`src/rtl/fetch_pkg.sv`:
```
// Shared types and constants for the instruction-fetch queue.
//   XLEN          : address / instruction width
//   NOP_INSTR     : instruction shown to decode when the queue is empty
//   fetch_entry_t : one queued fetch {pc, instr, misaligned}
package fetch_pkg;

  localparam int XLEN = 32;
  localparam logic [XLEN-1:0] NOP_INSTR = 32'h0000_0013;

  typedef struct packed {
    logic [XLEN-1:0] pc;
    logic [XLEN-1:0] instr;
    logic            misaligned;
  } fetch_entry_t;

  function automatic logic is_misaligned(input logic [XLEN-1:0] pc);
    return |pc[1:0];
  endfunction

endpackage

```
`src/rtl/fetch_queue_if.sv`:
```
// Bus bundle between the fetch queue, instruction memory and decode.
//   imem_req/imem_addr/imem_rdata : synchronous 1-cycle-latency memory read
//   fetch_valid/fetch_ready       : decode handshake
//   fetch_pc/fetch_instr/fetch_misaligned : head entry payload
// master = fetch queue side, slave = memory/decode side.
interface fetch_queue_if;

  logic                      imem_req;
  logic [fetch_pkg::XLEN-1:0] imem_addr;
  logic [fetch_pkg::XLEN-1:0] imem_rdata;
  logic                      fetch_valid;
  logic                      fetch_ready;
  logic [fetch_pkg::XLEN-1:0] fetch_pc;
  logic [fetch_pkg::XLEN-1:0] fetch_instr;
  logic                      fetch_misaligned;

  modport master (
    output imem_req, imem_addr, fetch_valid, fetch_pc, fetch_instr, fetch_misaligned,
    input  imem_rdata, fetch_ready
  );

  modport slave (
    input  imem_req, imem_addr, fetch_valid, fetch_pc, fetch_instr, fetch_misaligned,
    output imem_rdata, fetch_ready
  );

endinterface

```
`src/rtl/fetch_fifo.sv`:
```
// Synchronous FIFO of fetch_entry_t.
//   clk       : clock
//   clear     : synchronous clear (reset or redirect), wins over push/pop
//   push      : write push_data at the tail
//   push_data : entry to write
//   pop       : drop the head entry
//   count     : number of valid entries (0..DEPTH)
//   head      : head entry; a NOP at PC 0 when empty
module fetch_fifo
  import fetch_pkg::*;
#(
  parameter int DEPTH = 4
) (
  input  logic                     clk,
  input  logic                     clear,
  input  logic                     push,
  input  fetch_entry_t             push_data,
  input  logic                     pop,
  output logic [$clog2(DEPTH):0]   count,
  output fetch_entry_t             head
);

  localparam int AW = $clog2(DEPTH);
  localparam int CW = AW + 1;

  fetch_entry_t    mem [DEPTH];
  logic [AW-1:0]   wr_ptr;
  logic [AW-1:0]   rd_ptr;

  always_ff @(posedge clk) begin
    if (clear) begin
      wr_ptr <= '0;
      rd_ptr <= '0;
      count  <= '0;
    end else begin
      if (push) wr_ptr <= wr_ptr + AW'(1);
      if (pop)  rd_ptr <= rd_ptr + AW'(1);
      case ({push, pop})
        2'b10:   count <= count + CW'(1);
        2'b01:   count <= count - CW'(1);
        default: count <= count;
      endcase
    end
  end

  // Storage is not reset; count gates what is visible.
  always_ff @(posedge clk) begin
    if (push && !clear) mem[wr_ptr] <= push_data;
  end

  always_comb begin
    head = '{pc: '0, instr: NOP_INSTR, misaligned: 1'b0};
    if (count != '0) head = mem[rd_ptr];
  end

  a_no_overflow: assert property (@(posedge clk) disable iff (clear)
    !(push && count == CW'(DEPTH)));

  a_no_underflow: assert property (@(posedge clk) disable iff (clear)
    !(pop && count == '0));

endmodule

```
`src/rtl/fetch_queue.sv`:
```
// Instruction-fetch stage between the PC register and decode.
// Issues one memory read per cycle while there is room, tags the returned
// word with its PC and queues it for decode.
//   clk       : clock
//   rst       : synchronous reset, active-high
//   pc_in     : current PC
//   flush     : redirect taken this cycle (PC jump)
//   stall_out : 1 = PC must hold
//   occupancy : queued entry count
//   bus       : memory read port and decode handshake (master side)
module fetch_queue
  import fetch_pkg::*;
#(
  parameter int DEPTH = 4
) (
  input  logic                   clk,
  input  logic                   rst,
  input  logic [XLEN-1:0]        pc_in,
  input  logic                   flush,
  output logic                   stall_out,
  output logic [$clog2(DEPTH):0] occupancy,
  fetch_queue_if.master          bus
);

  localparam int CW = $clog2(DEPTH) + 1;
  localparam int PW = CW + 1;

  logic [CW-1:0]  count;
  logic [PW-1:0]  committed;
  logic           issue;
  logic           inflight;
  logic [XLEN-1:0] inflight_pc;
  logic           inflight_mis;
  logic           push;
  logic           pop;
  fetch_entry_t   head;
  fetch_entry_t   push_data;

  // Credit counts queued plus outstanding entries only; a same-cycle pop
  // earns no credit so fetch_ready never reaches stall_out.
  assign committed = PW'(count) + PW'(inflight);
  assign issue     = !rst && !flush && (committed < PW'(DEPTH));

  assign bus.imem_req  = issue;
  assign bus.imem_addr = pc_in;
  assign stall_out     = !issue;

  always_ff @(posedge clk) begin
    if (rst) begin
      inflight     <= 1'b0;
      inflight_pc  <= '0;
      inflight_mis <= 1'b0;
    end else begin
      inflight <= issue;
      if (issue) begin
        inflight_pc  <= pc_in;
        inflight_mis <= is_misaligned(pc_in);
      end
    end
  end

  // A response arriving in a flush cycle belongs to the old path.
  assign push      = inflight && !flush;
  assign pop       = bus.fetch_valid && bus.fetch_ready && !flush;
  assign push_data = '{pc: inflight_pc, instr: bus.imem_rdata, misaligned: inflight_mis};

  fetch_fifo #(.DEPTH(DEPTH)) u_fifo (
    .clk       (clk),
    .clear     (rst || flush),
    .push      (push),
    .push_data (push_data),
    .pop       (pop),
    .count     (count),
    .head      (head)
  );

  assign occupancy            = count;
  assign bus.fetch_valid      = (count != '0);
  assign bus.fetch_pc         = head.pc;
  assign bus.fetch_instr      = head.instr;
  assign bus.fetch_misaligned = head.misaligned;

endmodule

```
`src/flat_wrapper.sv`:
```
// flat-port wrapper written by rule: the top's interface ports become plain ports
module fetch_queue_flat import fetch_pkg::*;
#(
  parameter int DEPTH = 4
)
  (clk, rst, pc_in, flush, stall_out, occupancy, bus_imem_req, bus_imem_addr, bus_fetch_valid, bus_fetch_pc, bus_fetch_instr, bus_fetch_misaligned, bus_imem_rdata, bus_fetch_ready);
  fetch_queue_if bus_i ();
  input  logic clk;
  input  logic rst;
  input  logic [XLEN-1:0] pc_in;
  input  logic flush;
  output logic stall_out;
  output logic [$clog2(DEPTH):0] occupancy;
  output wire logic [$bits(bus_i.imem_req)-1:0] bus_imem_req;
  output wire logic [$bits(bus_i.imem_addr)-1:0] bus_imem_addr;
  output wire logic [$bits(bus_i.fetch_valid)-1:0] bus_fetch_valid;
  output wire logic [$bits(bus_i.fetch_pc)-1:0] bus_fetch_pc;
  output wire logic [$bits(bus_i.fetch_instr)-1:0] bus_fetch_instr;
  output wire logic [$bits(bus_i.fetch_misaligned)-1:0] bus_fetch_misaligned;
  input wire logic [$bits(bus_i.imem_rdata)-1:0] bus_imem_rdata;
  input wire logic [$bits(bus_i.fetch_ready)-1:0] bus_fetch_ready;
  assign bus_imem_req = bus_i.imem_req;
  assign bus_imem_addr = bus_i.imem_addr;
  assign bus_fetch_valid = bus_i.fetch_valid;
  assign bus_fetch_pc = bus_i.fetch_pc;
  assign bus_fetch_instr = bus_i.fetch_instr;
  assign bus_fetch_misaligned = bus_i.fetch_misaligned;
  assign bus_i.imem_rdata = bus_imem_rdata;
  assign bus_i.fetch_ready = bus_fetch_ready;
  fetch_queue #(.DEPTH(DEPTH)) u_core (.clk(clk), .rst(rst), .pc_in(pc_in), .flush(flush), .stall_out(stall_out), .occupancy(occupancy), .bus(bus_i));
endmodule
```
`config.mk`:
```
export PLATFORM = sky130hd
export DESIGN_NAME = fetch_queue_flat
export DESIGN_NICKNAME = d
export VERILOG_FILES = /design/src/rtl/fetch_pkg.sv /design/src/rtl/fetch_queue_if.sv /design/src/rtl/fetch_fifo.sv /design/src/rtl/fetch_queue.sv /design/src/flat_wrapper.sv
export SDC_FILE = /design/constraint.sdc
export NUM_CORES = 1
export LEC_CHECK = 0
export CORE_UTILIZATION = 40
export CTS_BUF_LIST = sky130_fd_sc_hd__clkbuf_4 sky130_fd_sc_hd__clkbuf_8 sky130_fd_sc_hd__clkbuf_16
export CTS_CLUSTER_DIAMETER = 60
export DETAILED_ROUTE_END_ITERATION = 10
export DONT_BUFFER_PORTS = 1
export SYNTH_ARGS = -nofsm -noshare
export SYNTH_HDL_FRONTEND = slang
export SYNTH_SLANG_ARGS = --single-unit
```
`constraint.sdc`:
```
create_clock -name clk -period 3.1 [get_ports clk]
set_input_delay 0.31 -clock clk [delete_from_list [all_inputs] [get_ports clk]]
set_output_delay 0.31 -clock clk [all_outputs]
set_load 0.05 [all_outputs]
```
# After elaboration in Yosys (flattened, before gate mapping)
# Memory sizes are Yosys's and may differ from the RTL's. A register that Yosys moved wholly into a read port is not among the register bits.
# Index checks and enable logic that the tools add are counted.
[op_classes]
n_eq_ne = 2
magnitude_cmp = 1
n_mux = 6
reduce_logical = 14
n_addsub = 5
[ops]
columns = ["cell", "count"]
rows = [
  ["2-to-1 mux 65 bit", 1],
  ["logical AND 1 bit", 6],
  ["case mux 3 bit (2 select lines)", 1],
  ["adder 2 x 1 -> 2 bit (second input constant)", 2],
  ["adder 3 x 1 -> 4 bit", 1],
  ["logical NOT 1 bit", 4],
  ["less-than comparator 4 x 3 -> 1 bit (second input constant)", 1],
  ["2-to-1 mux 2 bit", 2],
  ["adder 3 x 1 -> 3 bit (second input constant)", 1],
  ["nonzero test 3 bit", 1],
  ["subtractor 3 x 1 -> 3 bit (second input constant)", 1],
  ["equality test 2 x 1 -> 1 bit (second input constant)", 1],
  ["equality test 2 bit (second input constant)", 1],
  ["2-to-1 mux 1 bit", 2],
  ["nonzero test 2 bit", 1],
  ["OR reduction 2 bit", 1],
  ["logical OR 1 bit", 1],
]
[totals]
n_memories = 1
word_cells = 35
ramBits = 260
ff_bits = 41
inputBits = 68
[mem_list]
columns = ["name", "words", "width", "rd", "rd_clocked_by_memory_dff", "wr", "line_no", "rtl"]
rows = [
  ["u_core.u_fifo.mem", 4, 65, 1, 1, 1, "fetch_fifo.sv:26", "fetch_entry_t mem [DEPTH];"],
]

# Depth between registers and ports, before layout
# Gate-level depths: netlist (run 1).
[depth]
ltp_word = 5
ltp_mapped = 8

# Cells and area by module
# From an unflattened synthesis (run 1), not the netlist that was laid out.
[unflattened]
hier_cells = 645
hier_area_um2 = 11793.8
[by_module_without_submodules]
columns = ["module", "cells_per_inst", "seq_area_each_um2", "n_inst", "area_per_inst_um2"]
rows = [
  ["fetch_fifo", 458, 7987.7, 1, 10243.6],
  ["fetch_queue", 187, 680.7, 1, 1550.2],
]

# Worst setup path after synthesis (run 1)
# Ideal clock, no wire load.
[synth_path]
path_kind = "input -> register"
start = "input port rst"
end = "memory u_core.u_fifo.mem[0][0] (netlist bit), enable pin"
slack_ns = 0.429
cell_stages = 3
setup_ns = 0.430
t_arrival_ns = 2.241
path_buffers = 1
cell_sequence = "buf_2 > nor2_1 > and3_1"
[synth_via]
elab_chain_cells = 5
[synth_rtl]
columns = ["element", "line_no", "rtl"]
rows = [
  ["from (decl)", "flat_wrapper.sv:9", "input logic rst;"],
  ["logical OR 1 bit", "fetch_queue.sv:69", ".clear (rst || flush),"],
  ["logical NOT 1 bit", "fetch_fifo.sv:48", "if (push && !clear) mem[wr_ptr] <= push_data;"],
  ["logical AND 1 bit", "fetch_fifo.sv:48", ""],
  ["2-to-1 mux 1 bit", "fetch_fifo.sv:48", ""],
  ["2-to-1 mux 1 bit (not written as such)", "fetch_fifo.sv:48", ""],
  ["to (decl)", "fetch_fifo.sv:26", ""],
]
# No other way between the ends.

# Final worst setup path (run 1)
[layout_path]
start = "register u_core.u_fifo.count[2]"
end = "output port bus_fetch_pc[25]"
[layout_via]
elab_chain_cells = 2
[layout_rtl]
columns = ["element", "line_no", "rtl"]
rows = [
  ["from (decl)", "fetch_fifo.sv:19", "output logic [$clog2(DEPTH):0] count,"],
  ["from (signal assigned)", "fetch_fifo.sv:39", "2'b10: count <= count + CW'(1);"],
  ["from (signal assigned)", "fetch_fifo.sv:40", "2'b01: count <= count - CW'(1);"],
  ["from (signal assigned)", "fetch_fifo.sv:41", "default: count <= count;"],
  ["nonzero test 3 bit", "fetch_fifo.sv:53", "if (count != '0) head = mem[rd_ptr];"],
  ["2-to-1 mux 65 bit", "fetch_fifo.sv:53", ""],
  ["to (decl)", "flat_wrapper.sv:17", "output wire logic [$bits(bus_i.fetch_pc)-1:0] bus_fetch_pc;"],
]
# No other way between the ends.

==> flow_metrics.py, run 1 <==
metrics = {
    "cts": {
        "tritoncts.num_buffers": 35,
        "tritoncts_clock_tree": "yes",
        "post_cts_hold_buffer_count": 64,
        "root_buffer": "sky130_fd_sc_hd__clkbuf_16",
        "clockBufferDepth": 3,
        "path_clk_slew_ps": 50,
        "postCtsResizedCells": 0,
        "htree_levels": 2,
        "insertion_delay_ps": 500,
        "cts.sink_count": 303,
        "post_cts_setup_driven_buffer_insertion_count": 0,
    },
    "drt": {
        "drt_first_iter_violations": 407,
        "dr.pass1.iters": 5,
        "wl_per_cell_um": 21.7,
        "routed_wl_um": 24200,
        "viasPerCell": 5.32,
        "detail_route.drc_violations": 0,
        "overall_via_count_from_detail_route": 5942,
        "drtAntennaViolNets": 0,
    },
    "layout": {
        "most_used_cells_in_the_layout_excluding_fill_and_tap_cells": "sky130_fd_sc_hd__edfxtp_1 (260), sky130_fd_sc_hd__mux4_2 (65), sky130_fd_sc_hd__dlygate4sd3_1 (63)",
        "finalNetCount": 781,
        "final_layout_size_suffix_gt1_share_pct": 22.4,
        "layout.cells.most_common": "sky130_fd_sc_hd__edfxtp_1",
        "fin_cells": 1117,
        "syn_to_final_growth_pct": 17.6,
        "final_area_sq_um": 13900,
        "diodes": 0,
    },
    "power_and_ir_drop": {
        "switching_share_of_power_pct": 19.7,
        "internal_power_w": 0.00705,
        "p_leak_nw": 4.47,
        "combinationalPowerShare_pct": 3.3,
        "switching_power_w": 0.00173,
        "power_density_over_the_cells_nw_per_um2": 631,
        "max-vdd-ir-drop_v": 0.000437,
        "power_frac_clock_pct": 45.5,
        "power_frac_seq_pct": 51.2,
    },
    "grt": {
        "grt_pass1_wl_um": 37400,
        "grt_remaining_overflow": 0,
        "grt_antenna_before_repair": 0,
        "globalRouteTotalUtil_pct": 16.3,
        "vias_in_the_first_global_route": 6325,
        "largest_net_degree_at_the_start_of_global_routing": 48,
    },
    "die": {
        "io_pins": 171,
        "design.core.area_sq_um": 28900,
        "total_die_area_sq_um": 30300,
        "floorplan.rows": 62,
        "fp.dieW_um": 174,
        "initial_utilization_pct": 40.9,
        "die_height_um": 174,
    },
    "synthesis": {
        "synthesis.nets": 725,
        "syn_area_per_cell_sq_um": 18.2,
        "flip_flop_and_latch_count_after_synthesis": 303,
        "syn_inst": 651,
        "synth.distinct_cells": 31,
        "netlist_area_sq_um": 11800,
        "synth-seq-area-share_pct": 73.3,
        "yosys_warnings": 0,
    },
    "setup_path": {
        "criticalPathCategory": "register to output pin",
        "endpoint_type_of_the_worst_setup_path": "output pin",
        "crit_required_ps": 2790,
        "arrival_ps": 2280,
        "crit_path_start_kind": "register",
        "r2r_cells": 5,
        "critPathMaxFanout": 37,
    },
    "min_path": {
        "worst_hold_path_class": "input pin to register",
        "min_delay_path_depth": 2,
    },
    "timing": {
        "hold_viol": 0,
        "finalSetupTns_ps": 0,
        "min_period_over_period_pct": 83.7,
        "final-max-slew-violation-count": 0,
        "setup-violations-final": 0,
        "worst_slew_pin_slew_ps": 726,
        "max_freq_mhz": 385,
        "grt_setup_unrepaired": "no",
        "clock-skew-final_ps": 12.2,
        "worst_slew_margin_rel_pct": 51.6,
        "fin_crit_ps": 2590,
        "finalWorstSetupSlack_ps": 506,
    },
    "placed_design": {
        "dp_hpwl_um": 14400,
        "place_area_sq_um": 12100,
        "dp.cells": 990,
        "io_buffer_count": 0,
        "post_placement_setup_slack_ps": 973,
        "gpl.final_weighted_congestion": 0.728,
    },
    "flow_run": {
        "drv_cap": 0,
    },
    "status": {
        "run_status": "completed",
    },
}
metrics by stage:
stage,hold WS [ps],total power (W),util [%]
after global routing,44.4,0.00907,48.1
after CTS,24.6,0.00888,48.1
after detailed placement,385,0.00478,41.9
after floorplan,409,0.00485,-
after global placement,384,0.00477,41.9
final,44.9,0.00878,48.1
sequential cells by signal, summed over array words and instances (netlist names), named ones only:
name	cells
u_core.u_fifo.wr_ptr	2
u_core.u_fifo.count	3
u_core.inflight	1
u_core.u_fifo.mem	260
u_core.inflight_mis	1
u_core.inflight_pc	32
u_core.u_fifo.rd_ptr	2
kinds of logic (layout without fill, tap and decap cells):
logic type | after synthesis | after routing | share of synthesized area, %
flip-flops | 303 | 303 | 73.3
AND/OR/NAND/NOR | 122 | 122 | 5.92
buffers and inverters | 79 | 161 | 4.26
AO/OA/AOI/OAI | 71 | 71 | 3.11
multiplexers | 66 | 66 | 12.5
adder cells (fa/ha/maj) | 6 | 6 | 0.698
XOR/XNOR | 4 | 4 | 0.296
final timing paths:
path	to	slack (ps)	startpoint
setup / recovery	bus_fetch_pc[25]	510	u_core.u_fifo.count[2]$_SDFFE_PP0P_
hold / removal	u_core.inflight_pc[31]$_SDFFE_PP0P_	40	pc_in[31]
setup reg to reg	u_core.inflight_pc[3]$_SDFFE_PP0P_	740	u_core.u_fifo.count[2]$_SDFFE_PP0P_
hold reg to reg	register	490	u_core.u_fifo.rd_ptr[1]$_SDFFE_PP0P_
synth_stat cells (all sizes together):
cell / number / area [sq um]
or2: 4 / 25.0
fa: 1 / 20.0
and3: 5 / 31.3
o21ai: 33 / 165
clkbuf: 17 / 67.6
nor4: 1 / 6.26
a21oi: 35 / 175
edfxtp: 260 / 7810
nand2b: 1 / 6.26
xor2: 3 / 26.3
nor2: 9 / 33.8
nand2: 2 / 7.51
and2: 62 / 388
mux2i: 1 / 10.0
inv: 8 / 30.0
o31ai: 2 / 20.0
dfxtp: 43 / 861
mux4: 65 / 1460
or3: 2 / 12.5
buf: 54 / 407
o211ai: 1 / 7.51
xnor2: 1 / 8.76
nand3: 33 / 165
nor3: 3 / 25.0
ha: 5 / 62.6
power groups by stage:
stage	Clock (W)	Combinational, W	Sequential [W]
floorplan	0	0.000281	0.00457
global placement	0	0.000198	0.00457
detailed placement	0	0.000202	0.00458
CTS	0.00410	0.000296	0.00449
global route	0.00425	0.000315	0.00450
finish	0.00400	0.000292	0.00449
worst max-delay path, stage by stage (launching register included):
cell	delay, ps
sky130_fd_sc_hd__dfxtp_1	490
sky130_fd_sc_hd__nor3_2	140
sky130_fd_sc_hd__inv_2	410
sky130_fd_sc_hd__buf_12	240
sky130_fd_sc_hd__and2_1	480
layer usage:
layer	vias up	routed length, um	GRT usage [%]
li1	2621	-	-
met1	3095	10200	20.9
met2	192	12000	27.4
met5	-	0	0
met3	34	1710	4.42
met4	0	370	4.20
area by class of cell:
class | count | area, sq um
fillers | 2391 | 15000
repair buffers | 90 | 896
inverters | 8 | 30.0
flip-flops and latches | 303 | 8680
clock buffers | 49 | 1020
clock inverters | 14 | 134
well taps | 384 | 480
multi-input cells | 269 | 2690
Note: power is estimated with default switching activity, not from simulation.
==> run 2, diff against run 1 <==
==> constraint.sdc (replaced) <==
create_clock -name clk -period 2.6 [get_ports clk]
set_input_delay 0.26 -clock clk [delete_from_list [all_inputs] [get_ports clk]]
set_output_delay 0.26 -clock clk [all_outputs]
set_load 0.05 [all_outputs]
==> run 2 against run 1 <==
Compared with the run above:
- critical path depth is the same
- clock-buffer cell count decreased by 2
- clock power increased by 13%
- critical endpoint is now bus_fetch_pc[21]
- highest routed layer is now met5
==> flow_metrics.py, run 2 (same netlist as run 1, synthesis figures left out) <==
metrics = {
    "cts": {
        "tritoncts.num_buffers": 31,
        "insertion_delay_ps": 550,
        "tritoncts_clock_tree": "yes",
        "cts.sink_count": 303,
        "clockBufferDepth": 3,
        "htree_levels": 1,
        "root_buffer": "sky130_fd_sc_hd__clkbuf_16",
        "path_clk_slew_ps": 60,
    },
    "min_path": {
        "worst_hold_path_class": "input pin to register",
        "worstHoldStart": "rst",
    },
    "placed_design": {
        "io_buffer_count": 0,
        "post_placement_setup_slack_ps": 568,
        "gpl.final_weighted_congestion": 0.741,
        "dp_hpwl_um": 14700,
    },
    "timing": {
        "clock-skew-final_ps": 14.4,
        "max_freq_mhz": 409,
        "hold_viol": 0,
        "finalWorstSetupSlack_ps": 156,
        "setup-violations-final": 0,
        "grt_setup_unrepaired": "no",
        "fin_crit_ps": 2440,
        "finalSetupTns_ps": 0,
        "worst_slew_pin_slew_ps": 511,
        "final-max-slew-violation-count": 0,
        "min_period_over_period_pct": 94.0,
        "worst_slew_margin_rel_pct": 65.9,
    },
    "setup_path": {
        "arrival_ps": 2180,
        "crit_required_ps": 2340,
        "worstReg2RegStart": "u_core.u_fifo.count[2]$_SDFFE_PP0P_",
        "endpoint_type_of_the_worst_setup_path": "output pin",
        "reg2reg_to": "u_core.inflight_pc[14]$_SDFFE_PP0P_",
        "critPathCapture": "bus_fetch_pc[21]",
        "setup.reg_to_reg.worst_slack_ps": 320,
        "r2r_cells": 5,
        "critPathMaxFanout": 15,
        "criticalPathCategory": "register to output pin",
        "crit_path_start_kind": "register",
    },
    "grt": {
        "largest_net_degree_at_the_start_of_global_routing": 41,
        "grt_remaining_overflow": 0,
        "globalRouteTotalUtil_pct": 17.2,
        "grt_pass1_wl_um": 40000,
        "vias_in_the_first_global_route": 6850,
        "grt_antenna_before_repair": 1,
    },
    "die": {
        "initial_utilization_pct": 40.9,
        "design.core.area_sq_um": 28900,
        "total_die_area_sq_um": 30300,
        "die_height_um": 174,
        "io_pins": 171,
        "floorplan.rows": 62,
        "fp.dieW_um": 174,
    },
    "drt": {
        "overall_via_count_from_detail_route": 6293,
        "wl_per_cell_um": 21.3,
        "dr.pass1.iters": 4,
        "drtAntennaViolNets": 0,
        "routed_wl_um": 25600,
        "drt_first_iter_violations": 404,
        "viasPerCell": 5.23,
        "detail_route.drc_violations": 0,
    },
    "layout": {
        "most_used_cells_in_the_layout_excluding_fill_and_tap_cells": "sky130_fd_sc_hd__edfxtp_1 (260), sky130_fd_sc_hd__dlygate4sd3_1 (89), sky130_fd_sc_hd__mux4_2 (65)",
        "largest_register": "u_core.u_fifo.mem",
        "biggestRegsByFlops": "u_core.u_fifo.mem x260, u_core.inflight_pc x32, u_core.u_fifo.count x3",
        "area.sequential_sq_um": 8680,
        "finalNetCount": 869,
        "largest_register_ffs": 260,
        "layout.cells.most_common": "sky130_fd_sc_hd__edfxtp_1",
        "final.fill_count": 2264,
        "area_of_the_multi_input_gates_sq_um": 2690,
        "final_layout_size_suffix_gt1_share_pct": 27.4,
        "syn_to_final_growth_pct": 27.7,
        "diodes": 0,
    },
    "power_and_ir_drop": {
        "power_density_over_the_cells_nw_per_um2": 682,
        "max-vdd-ir-drop_v": 0.000620,
        "final_total_power_w": 0.0103,
        "p_leak_nw": 5.06,
    },
    "status": {
        "run_status": "completed",
    },
    "flow_run": {
        "drv_cap": 0,
    },
}
run 2: cell count changes in the layout (fill, tap and decap cells not counted), moves of 2 or more:
cell,change
sky130_fd_sc_hd__clkinv_2,-3
sky130_fd_sc_hd__clkbuf_16,-6
sky130_fd_sc_hd__dlygate4sd3_1,+26
sky130_fd_sc_hd__buf_12,+37
sky130_fd_sc_hd__inv_8,-2
sky130_fd_sc_hd__clkbuf_8,+10
sky130_fd_sc_hd__buf_4,+27
sky130_fd_sc_hd__clkbuf_4,-6
sky130_fd_sc_hd__inv_6,+2
run 2: timing repair:
item,in CTS,in global routing
hold endpoints to repair,170,0
setup endpoints to repair,17,2
setup buffers,2,0
gates resized for setup,2,2
hold buffers,90,0
cloned,1,0
run 2: layout make-up:
cell class	instances	share of cell area (%)
clock buffer	47	6.34
clock inverter	11	0.753
inverter	8	0.215
multi-input combinational	269	17.8
sequential	303	57.4
tap	384	3.18
timing repair buffer	182	14.3
run 2: metrics by stage:
step | cell area [sq um] | hold WS (ps) | util (%) | std cells
after global routing | 15100 | 15.1 | 52.2 | 1204
after CTS | 15100 | 0.0330 | 52.2 | 1204
after detailed placement | 13100 | 336 | 45.1 | 1053
after floorplan | 11800 | 359 | - | 651
final | 15100 | 22.5 | 52.2 | 1204
after global placement | 13100 | 334 | 45.1 | 1053
run 2: critical path, stage by stage, from the launching register on:
cell and delay (ps):
sky130_fd_sc_hd__dfxtp_4 400, sky130_fd_sc_hd__bufbuf_16 350, sky130_fd_sc_hd__mux4_2 530, sky130_fd_sc_hd__and2_1 200, sky130_fd_sc_hd__buf_12 150
run 2: how the worst min path moves through the flow:
stage | depth (start not counted) | end | slack (ps)
after global placement | 1 | u_core.inflight_pc[15]$_SDFFE_PP0P_ | 330
after global routing | 2 | u_core.inflight_pc[6]$_SDFFE_PP0P_ | 20
after CTS | 2 | u_core.inflight_pc[6]$_SDFFE_PP0P_ | 0.03
after floorplan | 0 | u_core.u_fifo.mem[0][10]$_DFFE_PP_ | 360
after detailed placement | 1 | u_core.inflight_pc[8]$_SDFFE_PP0P_ | 340
final | 2 | u_core.inflight_pc[6]$_SDFFE_PP0P_ | 20
run 2: routing by layer:
metal / wire [um] / global-route usage, % / up-vias
met2: 12700 / 29.3 / 203
li1: - / - / 2780
met3: 1420 / 3.22 / 52
met5: 12 / 0 / -
met1: 10800 / 22.6 / 3256
met4: 716 / 4.75 / 2
run 2: power by group:
part	switching, W	internal (W)
Combinational	0.000233	0.000207
Sequential	0.0000385	0.00532
Clock	0.00177	0.00273
Total	0.00204	0.00826
==> run 3, diff against run 2 <==
==> constraint.sdc (replaced) <==
create_clock -name clk -period 3 [get_ports clk]
set_input_delay 0.3 -clock clk [delete_from_list [all_inputs] [get_ports clk]]
set_output_delay 0.3 -clock clk [all_outputs]
set_load 0.05 [all_outputs]
==> run 3 against run 2 <==
Compared with the run above:
- clock-buffer cell count up 2
- utilization shrank 4.1 points
- final area decreased by 7.9%
- die area did not move
- combinational power shrank 31%
- via count is 6.8% lower
- wire length is 5.6% lower
- non-clock buffer count decreased by 92
- clock skew increased by 1.8 ps
- first-iteration DRC count increased by 23%
- global-route usage down 0.83 points
- largest cell class unchanged
- critical path depth stayed put
- largest power group unchanged
==> flow_metrics.py, run 3 (same netlist as run 1, synthesis figures left out) <==
metrics = {
    "drt": {
        "drtAntennaViolNets": 0,
        "wl_per_cell_um": 21.7,
        "overall_via_count_from_detail_route": 5868,
        "detail_route.drc_violations": 0,
        "drt_first_iter_violations": 495,
        "dr.pass1.iters": 5,
        "routed_wl_um": 24200,
        "viasPerCell": 5.26,
    },
    "status": {
        "run_status": "completed",
    },
    "layout": {
        "layout.cells.most_common": "sky130_fd_sc_hd__edfxtp_1",
        "largest_register": "u_core.u_fifo.mem",
        "largest_register_ffs": 260,
        "final.fill_count": 2408,
        "most_used_cells_in_the_layout_excluding_fill_and_tap_cells": "sky130_fd_sc_hd__edfxtp_1 (260), sky130_fd_sc_hd__mux4_2 (65), sky130_fd_sc_hd__dlygate4sd3_1 (64)",
        "finalNetCount": 781,
        "fin_cells": 1116,
        "final_layout_size_suffix_gt1_share_pct": 21.9,
        "biggestRegsByFlops": "u_core.u_fifo.mem x260, u_core.inflight_pc x32, u_core.u_fifo.count x3",
        "syn_to_final_growth_pct": 17.6,
    },
    "die": {
        "design.core.area_sq_um": 28900,
        "io_pins": 171,
        "total_die_area_sq_um": 30300,
        "initial_utilization_pct": 40.9,
        "die_height_um": 174,
        "floorplan.rows": 62,
        "fp.dieW_um": 174,
    },
    "cts": {
        "cts.sink_count": 303,
        "root_buffer": "sky130_fd_sc_hd__clkbuf_16",
        "post_cts_setup_driven_buffer_insertion_count": 0,
        "insertion_delay_ps": 510,
        "htree_levels": 2,
        "tritoncts.num_buffers": 35,
        "clockBufferDepth": 3,
        "postCtsResizedCells": 0,
        "path_clk_slew_ps": 50,
        "tritoncts_clock_tree": "yes",
    },
    "setup_path": {
        "list_of_cells_traversed_by_the_critical_path": "nor3_2 > inv_2 > buf_4 > and2_1",
        "crit_path_start_kind": "register",
        "critPathCapture": "bus_fetch_instr[11]",
        "r2r_cells": 4,
        "worstReg2RegStart": "u_core.u_fifo.count[2]$_SDFFE_PP0P_",
        "crit_path_top_delay_cell": "sky130_fd_sc_hd__and2_1",
        "slowest_delay_ps": 500,
        "crit_required_ps": 2700,
        "arrival_ps": 2420,
        "reg2reg_to": "u_core.inflight_pc[16]$_SDFFE_PP0P_",
        "endpoint_type_of_the_worst_setup_path": "output pin",
        "timing.critical_path.from": "u_core.u_fifo.count[2]$_SDFFE_PP0P_",
        "setup.reg_to_reg.worst_slack_ps": 900,
        "criticalPathCategory": "register to output pin",
        "critPathMaxFanout": 33,
    },
    "power_and_ir_drop": {
        "power_frac_clock_pct": 44.9,
        "switching_power_w": 0.00177,
        "internal_power_w": 0.00720,
        "p_leak_nw": 4.45,
        "max-vdd-ir-drop_v": 0.000568,
        "combinationalPowerShare_pct": 3.4,
        "switching_share_of_power_pct": 19.7,
        "power_frac_seq_pct": 51.8,
        "power_density_over_the_cells_nw_per_um2": 645,
    },
    "grt": {
        "vias_in_the_first_global_route": 6426,
        "grt_pass1_wl_um": 37500,
        "grt_antenna_before_repair": 1,
        "globalRouteTotalUtil_pct": 16.4,
        "largest_net_degree_at_the_start_of_global_routing": 45,
        "grt_remaining_overflow": 0,
    },
    "timing": {
        "min_period_over_period_pct": 90.8,
        "whs_ps": 20.4,
        "finalSetupTns_ps": 0,
        "worst_slew_pin_slew_ps": 630,
        "hold_viol": 0,
        "setup-violations-final": 0,
        "worst_slew_margin_rel_pct": 57.9,
        "final-max-slew-violation-count": 0,
        "max_freq_mhz": 367,
        "clock-skew-final_ps": 16.2,
        "fin_crit_ps": 2720,
        "grt_setup_unrepaired": "no",
    },
    "placed_design": {
        "dp.cells": 989,
        "dp_hpwl_um": 14000,
        "io_buffer_count": 0,
        "gpl.final_weighted_congestion": 0.706,
    },
    "flow_run": {
        "drv_cap": 0,
    },
    "min_path": {
        "worst_hold_path_class": "input pin to register",
    },
}
run 3: power groups by stage:
stage / combinational, W / sequential (W) / clock (W)
CTS: 0.000308 / 0.00464 / 0.00412
detailed placement: 0.000208 / 0.00473 / 0
finish: 0.000304 / 0.00464 / 0.00402
floorplan: 0.000291 / 0.00472 / 0
global placement: 0.000206 / 0.00473 / 0
global route: 0.000327 / 0.00465 / 0.00430
run 3: repair_timing:
| action | in CTS | in global routing |
|---|---|---|
| setup endpoints to repair | 0 | 0 |
| hold endpoints to repair | 161 | 0 |
| hold buffers | 65 | 0 |
run 3: layer usage:
metal  vias to the layer above  wire length, um  global-route usage (%)
met2                       211            12000                    27.4
met1                      3008             9910                    20.9
met5                         -                0                       0
met3                        36             1910                    4.37
met4                         0              415                    4.90
li1                       2613                -                       -
run 3: layout make-up:
cell class | count | area, sq um | area share [%]
sequential | 303 | 8680 | 62.4
antenna | 1 | 2.50 | 0.0180
clock buffer | 49 | 1020 | 7.35
inverter | 8 | 30.0 | 0.216
multi-input combinational | 269 | 2690 | 19.3
clock inverter | 12 | 92.6 | 0.665
timing repair buffer | 90 | 923 | 6.64
tap | 384 | 480 | 3.45
run 3: worst min path at each step:
stage	endpoint	slack [ps]	cells past startpoint	startpoint
after global placement	u_core.inflight_pc[8]$_SDFFE_PP0P_	370	1	rst
after CTS	u_core.inflight_mis$_SDFFE_PP0P_	20	2	pc_in[0]
final	u_core.inflight_mis$_SDFFE_PP0P_	20	2	pc_in[1]
after floorplan	u_core.u_fifo.mem[0][10]$_DFFE_PP_	400	0	bus_imem_rdata[9]
after global routing	u_core.inflight_mis$_SDFFE_PP0P_	30	2	pc_in[1]
after detailed placement	u_core.inflight_pc[16]$_SDFFE_PP0P_	370	1	rst
run 3: per-stage QoR:
step                utilization, %  area, sq um  worst slack (ps)  power, W
floorplan                        -        11800               339   0.00501
global placement              41.9        12100               772   0.00493
detailed placement            41.9        12100               749   0.00494
CTS                           48.1        13900               215   0.00907
global route                  48.1        13900              95.4   0.00927
finish                        48.1        13900               277   0.00897
run 3: worst max-delay path: cells and delay by family (launching register included):
kind                   cells  cell delay (ps)
buffers and inverters      2              810
DFF                        1              470
and+or+nand+nor            2              640
